[config.mk]
export PLATFORM = sky130hd
export DESIGN_NAME = dmem_if
export DESIGN_NICKNAME = d
export VERILOG_FILES = /design/src/rtl/dmem_if.sv
export SDC_FILE = /design/constraint.sdc
export NUM_CORES = 1
export LEC_CHECK = 0
export BUFFER_PORTS_ARGS = -buffer_cell sky130_fd_sc_hd__buf_2
export CAP_MARGIN = 20
export CELL_PAD_IN_SITES_DETAIL_PLACEMENT = 0
export CELL_PAD_IN_SITES_GLOBAL_PLACEMENT = 1
export CORE_MARGIN = 2
export CORE_UTILIZATION = 39
export DETAILED_ROUTE_END_ITERATION = 8
export GPL_TIMING_DRIVEN = 0
export PLACE_DENSITY = 0.92
export SYNTH_ARGS = -nofsm -noshare
export SYNTH_HDL_FRONTEND = slang
export SYNTH_SLANG_ARGS = --single-unit
[constraint.sdc]
create_clock -name clock -period 6.6 [get_ports clock]
set_input_delay 0.33 -clock clock [delete_from_list [all_inputs] [get_ports clock]]
set_output_delay 0.33 -clock clock [all_outputs]
set_load 0.05 [all_outputs]
[src/rtl/dmem_if.sv]
// Data-memory bus interface between the cpu MEM stage and a valid/ready bus.
// Turns a held load/store request into one bus transaction and stalls the cpu until it completes.
module dmem_if #(
   parameter int XLEN    = 32,
   parameter int TIMEOUT = 255
) (
   input  logic            clock,
   input  logic            reset,
   input  logic            mem_load,
   input  logic            mem_store,
   input  logic [XLEN-1:0] address,
   input  logic [XLEN-1:0] store_data,
   output logic [XLEN-1:0] load_data,
   output logic            stall,
   output logic            bus_valid,
   input  logic            bus_ready,
   output logic            bus_we,
   output logic [XLEN-1:0] bus_addr,
   output logic [XLEN-1:0] bus_wdata,
   input  logic            bus_rsp_valid,
   input  logic [XLEN-1:0] bus_rdata,
   output logic            fault_align,
   output logic            fault_timeout
);

   localparam int CW = $clog2(TIMEOUT + 1);

   typedef enum logic [1:0] {IDLE, REQ, RESP, DONE} state_t;

   state_t        state;
   state_t        state_nx;
   logic [CW-1:0] cnt;
   logic          req;
   logic          aligned;
   logic          accept;
   logic          misalign;
   logic          expire;
   logic          abort;

   // NOTE: every signal gets a default before the case so no path leaves it unassigned (no latches).
   always_comb begin
      state_nx = state;
      req      = mem_load | mem_store;
      aligned  = (address[1:0] == 2'b00);
      accept   = 1'b0;
      misalign = 1'b0;
      abort    = 1'b0;
      expire   = (cnt >= CW'(TIMEOUT - 1));
      case (state)
         IDLE: begin
            accept   = req & aligned;
            misalign = req & ~aligned;
            if (accept) state_nx = REQ;
         end
         REQ: begin
            // A handshake in the final counted cycle wins over the timeout.
            if (bus_ready) begin
               state_nx = RESP;
            end else if (expire) begin
               abort    = 1'b1;
               state_nx = DONE;
            end
         end
         RESP: begin
            if (bus_rsp_valid) begin
               state_nx = DONE;
            end else if (expire) begin
               abort    = 1'b1;
               state_nx = DONE;
            end
         end
         DONE:    state_nx = IDLE;
         default: state_nx = IDLE;
      endcase
      stall = accept | (state == REQ) | (state == RESP);
   end

   // NOTE: sequential state uses non-blocking assignments so every register samples pre-edge values.
   always_ff @(posedge clock or negedge reset) begin
      if (!reset) begin
         state <= IDLE;
      end else begin
         state <= state_nx;
      end
   end

   always_ff @(posedge clock or negedge reset) begin
      if (!reset) begin
         load_data     <= '0;
         bus_valid     <= 1'b0;
         bus_we        <= 1'b0;
         bus_addr      <= '0;
         bus_wdata     <= '0;
         fault_align   <= 1'b0;
         fault_timeout <= 1'b0;
         cnt           <= '0;
      end else begin
         fault_align   <= misalign;
         fault_timeout <= abort;

         if (accept) begin
            bus_valid <= 1'b1;
            bus_we    <= mem_store;
            bus_addr  <= address;
            bus_wdata <= store_data;
            cnt       <= '0;
         end else if (state_nx == REQ || state_nx == RESP) begin
            cnt <= cnt + 1'b1;
         end

         if (state == REQ && state_nx != REQ) begin
            bus_valid <= 1'b0;
         end

         // Stores never touch load_data; an aborted read returns zero.
         if (!bus_we) begin
            if (state == RESP && bus_rsp_valid) begin
               load_data <= bus_rdata;
            end else if (abort) begin
               load_data <= '0;
            end
         end
      end
   end

endmodule

# ---- Word level (Yosys, flattened, before mapping)
# Cells that the tools add are included.
dict set report op_classes {
  n_addsub 1
  multipliers 0
  n_div 0
  magnitude_cmp 1
  eq_ne 6
  n_shift 0
  muxes 17
  bitwise_logic 7
  reduce_logical 9
}
# op count
set op_table {}
lappend op_table {{2-to-1 mux 32 bit} 2}
lappend op_table {{2-to-1 mux 8 bit} 2}
lappend op_table {{adder 8 x 1 -> 8 bit (second input constant)} 1}
lappend op_table {{greater-or-equal comparator 8 bit (second input constant)} 1}
lappend op_table {{2-to-1 mux 2 bit} 4}
lappend op_table {{case mux 2 bit (4 select lines)} 1}
lappend op_table {{2-to-1 mux 1 bit} 7}
lappend op_table {{== test 2 bit (second input constant)} 3}
lappend op_table {{nonzero test 2 bit} 3}
lappend op_table {{== test 2 x 1 -> 1 bit (second input constant)} 2}
lappend op_table {{zero test 2 bit} 2}
lappend op_table {{bitwise OR 1 bit} 3}
lappend op_table {{bitwise AND 1 bit} 2}
lappend op_table {{logical AND 1 bit} 2}
lappend op_table {{inequality test 2 x 1 -> 1 bit (second input constant)} 1}
lappend op_table {{inverter 1 bit} 2}
lappend op_table {{case mux 1 bit (2 select lines)} 1}
lappend op_table {{AND reduction 2 bit} 1}
lappend op_table {{logical OR 1 bit} 1}
dict set report totals {
  register_bits 110
  latch_bits 0
  ram_bits 0
  romBits 0
  in_bits 102
  output_inout_bits 101
  mem_count 0
}

# ---- Depth between registers and ports, before layout
# Gate-level depths: netlist of run 1.
dict set report logic_depth {
  depth_word 8
  depth_mapped 9
  depth_no_buf 9
}

# ---- Worst setup path after synthesis of run 1
# OpenSTA, ideal clock, no wires.
dict set report synth_path {
  path_kind {flip-flop to flip-flop}
  from {register cnt[1]}
  to {register cnt[5]}
  setup_ps 77
  t_arrival_ps 2268
  t_required_ps 6523
  path_slack_ps 4255
  path_stages_with_launch 9
  path_buffers 0
  period_less_slack_ps 2345
  cell_sequence {dfrtp_1 ha_1 o211ai_4 o21a_1 o32ai_1 ha_1 nand4b_1 or3_1 a21oi_1}
}
dict set report synth_between {
  elab_chain_cells 7
  word_cells_on_any_way 12
  cone_classes {add/sub: 1; order compare: 1; eq/ne: 2; mux: 6; reduce/logical: 2}
}
# item line_no
set synth_rtl {}
lappend synth_rtl {{from (decl)} 32} ;# logic [CW-1:0] cnt;
lappend synth_rtl {{from (signal assigned)} 108} ;# cnt <= cnt + 1'b1;
lappend synth_rtl {{greater-or-equal comparator 8 bit *} 48} ;# expire = (cnt >= CW'(TIMEOUT - 1));
lappend synth_rtl {{2-to-1 mux 2 bit *} {59, 67}}
lappend synth_rtl {{2-to-1 mux 2 bit (on tied branches)} {65, 57}}
lappend synth_rtl {{case mux 2 bit (4 select lines) *} 49} ;# case (state)
lappend synth_rtl {{named net state_nx[0]} 31} ;# state_t state_nx;
lappend synth_rtl {{== test 2 x 1 -> 1 bit or == test 2 bit (tied branches)} 107} ;# end else if (state_nx == REQ || state_nx == RESP) begin
lappend synth_rtl {{logical OR 1 bit *} 107}
lappend synth_rtl {{nonzero test 2 bit (no line) *} n/a}
# The timed path passes the listed nets; every way through them passes the cells marked *. The select of a mux whose other input is x is not followed.
# A chain may end at the register's enable or synchronous reset.

# ---- Worst setup path after layout of run 1
dict set report layout_path {
  from {register state[0]}
  to {register cnt[5]}
}
dict set report layout_between {
  elab_chain_cells 6
  word_cells_on_any_way 15
  cone_classes {eq/ne: 5; mux: 7; reduce/logical: 3}
}
# item line_no
set layout_rtl {}
lappend layout_rtl {{from (decl)} 30} ;# state_t state;
lappend layout_rtl {{from (signal assigned)} 83} ;# state <= state_nx;
lappend layout_rtl {{2-to-1 mux 2 bit} {59, 67}}
lappend layout_rtl {{2-to-1 mux 2 bit (on tied branches)} {65, 57}}
lappend layout_rtl {{case mux 2 bit (4 select lines) *} 49}
lappend layout_rtl {{named net state_nx[0]} 31}
lappend layout_rtl {{== test 2 x 1 -> 1 bit or == test 2 bit (tied branches)} 107}
lappend layout_rtl {{logical OR 1 bit *} 107}
lappend layout_rtl {{nonzero test 2 bit (no line) *} n/a}
# The timed path passes the listed nets; every way through them passes the cells marked *.

==> metrics.yaml, run 1 <==
outcome:
  status: "finished clean"
routing:
  first_pass_iters: 4
  postRouteAntennaNets: 0
  drc: 0
  wire_per_inst_um: 14.7
  vias: 3477
  vias_per_cell: 4.84
  routed_wirelength_um: 10600
  initialDrtViolationCount: 226
clocking:
  post_cts_buffers: 0
  cts_buffers: 9
  worstSkewPairLatency_ps: 350
  cts_root_buffer: "clkbuf_16"
  max-clock-path-buffers: 2
  cts.clk_slew.worst_paths_ps: 70
  cts_tree: "done"
  htreeDepth: 3
  clock_sinks: 110
  ctsResizeCount: 0
  hold_buffers: 0
critical_path:
  ff2ff_path_depth: 9
  worstSetupPathType: "reg -> reg"
  start_kind: "register"
  cp.required_ps: 6870
  cp_max_fo: 8
  cp.arrival_ps: 3010
  endpoint_kind: "register"
logic_synthesis:
  syn_nets: 465
  seq_area_frac_synth: 0.602
  synth_cells: 357
  ys_types: 36
  yosys_register_bits: 110
  ys.warnings.count: 0
  syn_area_um2: 4570
  avgSynthCellArea_um2: 12.8
finish:
  n_antenna_cell: 0
  syn_to_final_growth_pct: 34.3
  final_nets: 679
  fillers: 984
  drive_gt1_frac: 0.484
  final_util: 0.538
  final_cell_mix: "buf_2 (203), dfrtp_1 (110), nand2_1 (65)"
  layout_commonest_cell: "buf_2"
  multiInputGateArea_um2: 1670
  seqCellArea_um2: 2750
die:
  row_count: 39
  core_um2: 11400
  initial_core_util: 0.400
  boundaryPins: 203
  die_y_um: 112
  dieArea_um2: 12600
  die_w_um: 112
global_routing:
  antenna_found_initial: 0
  grt_max_degree: 58
  grtUsageTotal: 0.171
  grt_pass1_vias: 3480
  overflow: 0
  grt_first_pass_wirelength_um: 17300
timing:
  report.final.hold_viol_count: 0
  worstMarginPinSlew_ps: 690
  post-route-period-util: 0.416
  fmax_mhz: 365
  rsz0062_at_grt: "false"
  fin_setup_tns_ps: 0
  skew_ps: 5.99
  min_period_ps: 2740
  drv_slew: 0
  slew_headroom: 0.540
  finalSetupViolCount: 0
  whs_ps: 19.0
  setup_ws_ps: 3860
flow_run:
  maxCapViolations: 0
placement:
  gp_congestion: 0.742
  hpwl_um: 8110
  port_buffers: 202
  post-place-ws_ps: 3930
min_path:
  hold_class: "in -> async"
[final cells by class]
| class | instances | area share |
|---|---|---|
| buffer | 18 | 0.0212 |
| clock buffer | 11 | 0.0395 |
| clock inverter | 5 | 0.0173 |
| inverter | 5 | 0.00306 |
| multi-input combinational | 224 | 0.272 |
| sequential | 110 | 0.448 |
| tap | 143 | 0.0291 |
| timing repair buffer | 203 | 0.170 |
[state kept, by name, indices dropped and copies added (netlist names)]
register       cells
bus_we             1
fault_timeout      1
fault_align        1
cnt                8
bus_valid          1
bus_wdata         32
state              2
bus_addr          32
load_data         32
[critical path, stage by stage (launching register included)]
cell      delay (ps)
dfrtp_1          420
inv_1            130
ha_1             330
nor2_1            70
o21a_1           110
o32ai_1          420
ha_1             380
nand4b_1         300
or3_1            360
a21oi_1          150
[Yosys cell counts, drive strengths merged]
| library cell | count | area share |
|---|---|---|
| clkbuf | 7 | 0.0057 |
| o211ai | 1 | 0.0047 |
| a2111oi | 2 | 0.0079 |
| nand2 | 65 | 0.053 |
| o21a | 2 | 0.0033 |
| o311a | 1 | 0.0022 |
| a32oi | 1 | 0.0019 |
| xor2 | 3 | 0.0057 |
| a2bb2oi | 1 | 0.0019 |
| nor3 | 2 | 0.0033 |
| nor2b | 4 | 0.0055 |
| or2b | 1 | 0.0016 |
| nor2 | 13 | 0.011 |
| nand2b | 4 | 0.0055 |
| and3b | 1 | 0.0019 |
| buf | 11 | 0.023 |
| inv | 5 | 0.0041 |
| o21ai | 38 | 0.059 |
| nand3b | 2 | 0.0033 |
| a21oi | 4 | 0.0044 |
| o32ai | 1 | 0.0019 |
| a32o | 1 | 0.0022 |
| nand4b | 2 | 0.0038 |
| xnor2 | 1 | 0.0019 |
| or3 | 3 | 0.0041 |
| dfrtp | 110 | 0.60 |
| mux2 | 63 | 0.16 |
| nand3 | 1 | 0.0011 |
| nand4 | 1 | 0.0027 |
| ha | 6 | 0.016 |
[per-stage QoR]
stage / area [µm²] / cells
floorplan: 4570 / 357
global placement: 5760 / 702
detailed placement: 5790 / 703
CTS: 6140 / 719
global route: 6140 / 719
finish: 6140 / 719
[metal layers]
layer,global-route usage,up-vias,part of all wire
met1,0.216,1681,0.42
met2,0.282,127,0.49
met3,0.0513,14,0.073
li1,-,1655,-
met5,0,-,0
met4,0.0585,0,0.017
[path summary, 6_finish.rpt]
check	start	endpoint	slack, ps
max in group asynchronous	reset	bus_addr[12]	5860
worst max-delay path	state[0]	cnt[5]	3860
min in group clock	bus_rdata[26]	load_data[26]	180
worst min-delay path	reset	bus_wdata[6]	20
worst max register to register	state[0]	cnt[5]	3860
worst min register to register	bus_addr[28]	bus_addr[28]	480
[cell families (layout without fill, tap and decap cells)]
group | after synthesis | count (layout) | synth area share
flops | 110 | 110 | 0.602
simple gates | 99 | 99 | 0.0969
mux | 63 | 63 | 0.155
compound gates | 52 | 52 | 0.0892
buf+inv | 23 | 242 | 0.0326
fa+ha+maj | 6 | 6 | 0.0164
xor+xnor | 4 | 4 | 0.00766
Power of run 1 is left out: the tool's default activity adds up to more than one toggle a clock period on the data nets, which glitch-free logic cannot reach.
==> run 2, diff against run 1 <==
Settings changed: ABC_AREA set to 1, CORE_UTILIZATION 39 to 31, PLACE_DENSITY 0.92 to 0.83.
Clock period 6.6 ns to 2.3 ns, I/O delays scaled along.
==> metrics.yaml, run 2 <==
finish:
  drive_gt1_frac: 0.353  # -0.131
  fillers: 1335  # +36%
  multiInputGateArea_um2: 1740  # +4.0%
  largestRegisters: "bus_addr (32), bus_wdata (32), load_data (32)"
  final-instance-count-excl-fill: 1013  # +41%
  final_cell_mix: "nand2_1 (274), buf_2 (210), dfrtp_1 (110)"
  seqCellArea_um2: 2750  # unchanged
  final_nets: 932  # +37%
  syn_to_final_growth_pct: 58.0
  n_antenna_cell: 0  # unchanged
  layout_commonest_cell: "nand2_1"
critical_path:
  start_kind: "register"
  r2r_slack_ps: 160  # -3690 ps
  cp.arrival_ps: 2420  # -590 ps
  worstSetupPathType: "reg -> reg"
  cpPeakStageDelay_ps: 390  # -30 ps
  endpoint_kind: "register"
  ff2ff_path_depth: 15  # +6
  crit_family: "simple AND/OR/NAND/NOR gates"
  timing.rr.end: "cnt[5]"
  timing.rr.start: "cnt[0]"
  cp_max_fo: 5  # -3
  critPathBufInv: 2  # +1
  cp_cell_sequence: "inv_2 > ha_1 > nor2_2 > nor2_2 > nand2_4 > nand4_1 > a21oi_2 > ha_4 > inv_2 > nand2_2 > nor2_4 > nand3_2 > nand2_1 > nand2_1 > nor2_1"
  slowest_stage: "dfrtp_1"
  cp.required_ps: 2580  # -4290 ps
timing:
  setup_ws_ps: 163  # -3690 ps
  skew_ps: 7.05  # +1.06 ps
  report.final.hold_viol_count: 0  # unchanged
  post-route-period-util: 0.929  # +0.513
  min_period_ps: 2140  # -606 ps
  finalSetupViolCount: 0  # unchanged
  whs_ps: 17.9  # -1.14 ps
  worstMarginPinSlew_ps: 506  # -184 ps
  fmax_mhz: 468  # +28%
  drv_slew: 0  # unchanged
  slew_headroom: 0.663  # +0.123
clocking:
  cts_tree: "done"
  clock_sinks: 110  # unchanged
  cts_buffers: 9  # unchanged
  max-clock-path-buffers: 2  # unchanged
  cts_root_buffer: "clkbuf_16"
  htreeDepth: 3  # unchanged
  worstSkewPairLatency_ps: 340  # about the same
  cts.clk_slew.worst_paths_ps: 70  # about the same
routing:
  routed_wirelength_um: 13400  # +26%
  vias: 4331  # +25%
  first_pass_iters: 4  # unchanged
  postRouteAntennaNets: 0  # unchanged
  wire_per_inst_um: 13.2  # -10%
  initialDrtViolationCount: 129  # -43%
  vias_per_cell: 4.28  # -12%
  drc: 0  # unchanged
logic_synthesis:
  ys.warnings.count: 0  # unchanged
  yosys_register_bits: 110  # unchanged
  synth-async-reset-ratio: 1.00  # unchanged
  ys_types: 24  # -33%
  synth_common_cells: "nand2_1 (275), dfrtp_1 (110), nand3_2 (30)"
  ys.flop_type: "dfrtp_1"
  synthTopCellsByArea: "dfrtp_1 (59%), nand2_1 (22%), nand3_2 (6.5%)"
  syn_nets: 620  # +33%
  synth_edf_count: 0  # unchanged
  synth_cells: 512  # +43%
  syn_area_um2: 4640  # +1.6%
  seq_area_frac_synth: 0.593  # -0.00941
  yosysTopAreaCellShare: 0.593  # -0.00941
  avgSynthCellArea_um2: 9.07  # -29%
  yosysMostFrequentCell: "nand2_1"
  yosys.area.top_type: "dfrtp_1"
placement:
  post-place-ws_ps: -163  # -4100 ps
  hpwl_um: 8610  # +6.2%
  gp_congestion: 0.794  # +7.0%
  placedCellCount: 899  # +28%
  port_buffers: 202  # unchanged
die:
  dieArea_um2: 16000  # +27%
  core_um2: 14600  # +28%
  die_y_um: 126  # +13%
  boundaryPins: 203  # unchanged
  row_count: 44  # +13%
  initial_core_util: 0.318  # -0.0820
  die_w_um: 126  # +13%
flow_run:
  maxCapViolations: 0  # unchanged
power_and_ir_drop:
  total_leakage_power_uw: 0.00410
  peakVddDrop_mv: 0.956
  power.density_nw_per_um2: 1500
min_path:
  min_to: "fault_align"
  min_path_cells: 3
  hold_class: "in -> reg"
  min-delay-start: "address[0]"
outcome:
  status: "finished clean"
global_routing:
  grt_pass1_vias: 4526  # +30%
  grt_max_degree: 61  # +5.2%
  antenna_found_initial: 0  # unchanged
  grt_first_pass_wirelength_um: 22000  # +27%
  grtUsageTotal: 0.169  # -0.00141
  overflow: 0  # unchanged
[run 2: changes by cell type after synthesis, moves of 8 or more]
cell | before | now
o21ai_0 | 17 | 7
nand2_1 | 65 | 275
mux2_2 | 25 | 0
o21ai_2 | 21 | 0
mux2_1 | 38 | 0
inv_1 | 5 | 18
nand3_1 | 1 | 9
nand3_2 | 0 | 30
buf_2 | 2 | 11
[run 2: repair_timing]
item                       CTS  global route
hold buffers                95             0
pin swaps                    2             5
setup buffers                1             2
resized for setup            4            15
hold endpoints to repair   144             0
setup endpoints to repair    5             5
[run 2: kinds of logic after synthesis]
logic type	count (synthesis)	share of synthesized area
AND/OR/NAND/NOR	338	0.328
flip-flops	110	0.593
buffers and inverters	43	0.0458
AO/OA/AOI/OAI	15	0.0170
adder cells (fa/ha/maj)	6	0.0162
[run 2: worst max-delay path by stage]
stage / startpoint / to / slack (ps) / cells after the start
finish: cnt[0] / cnt[5] / 160 / 15
global route: cnt[0] / cnt[6] / -20 / 13
CTS: state[0] / stall / 6 / 8
detailed placement: cnt[0] / cnt[5] / -160 / 16
global placement: reset / bus_wdata[15] / -290 / 1
floorplan: cnt[0] / cnt[5] / 180 / 15
[run 2: where the power goes]
group          internal (µW)  switching, µW  leakage [µW]
clock network           1240            716      0.000186
logic                   1400           4350       0.00253
registers               2800            508       0.00139
[run 2: worst register-to-register path, cell delays in order (launching register included)]
cell,delay (ps)
dfrtp_1,390
inv_2,60
ha_1,200
nor2_2,100
nor2_2,60
nand2_4,90
nand4_1,140
a21oi_2,220
ha_4,240
inv_2,90
nand2_2,80
nor2_4,130
nand3_2,80
nand2_1,70
nand2_1,50
nor2_1,80
[run 2: cell type report]
class | instances | share of cell area
Sequential cell | 110 | 0.375
Timing Repair Buffer | 301 | 0.275
Multi-Input combinational cell | 359 | 0.237
Clock buffer | 11 | 0.0344
Tap cell | 184 | 0.0314
Buffer | 23 | 0.0191
Clock inverter | 5 | 0.0176
Inverter | 20 | 0.0102
[run 2: routing by layer]
metal  wire length (µm)  up-vias  GRT usage
met5                  0        -          0
met3                732       22     0.0358
met2               6430      142      0.284
met1               5890     1967      0.215
met4                299        0     0.0640
li1                   -     2200          -
[run 2: per-stage QoR]
stage / area (µm²) / utilization / total power (µW) / TNS [ps]
3_5_place_dp: 5920 / 0.406 / 8820 / -405
3_3_place_gp: 5890 / 0.403 / 8760 / -31350
4_1_cts: 7270 / 0.498 / 11000 / 0
5_1_grt: 7340 / 0.503 / 11700 / -48.6
2_1_floorplan: 4640 / - / 7430 / 0
6_report: 7340 / 0.503 / 11000 / 0
Power figures use the tool's default switching activity.
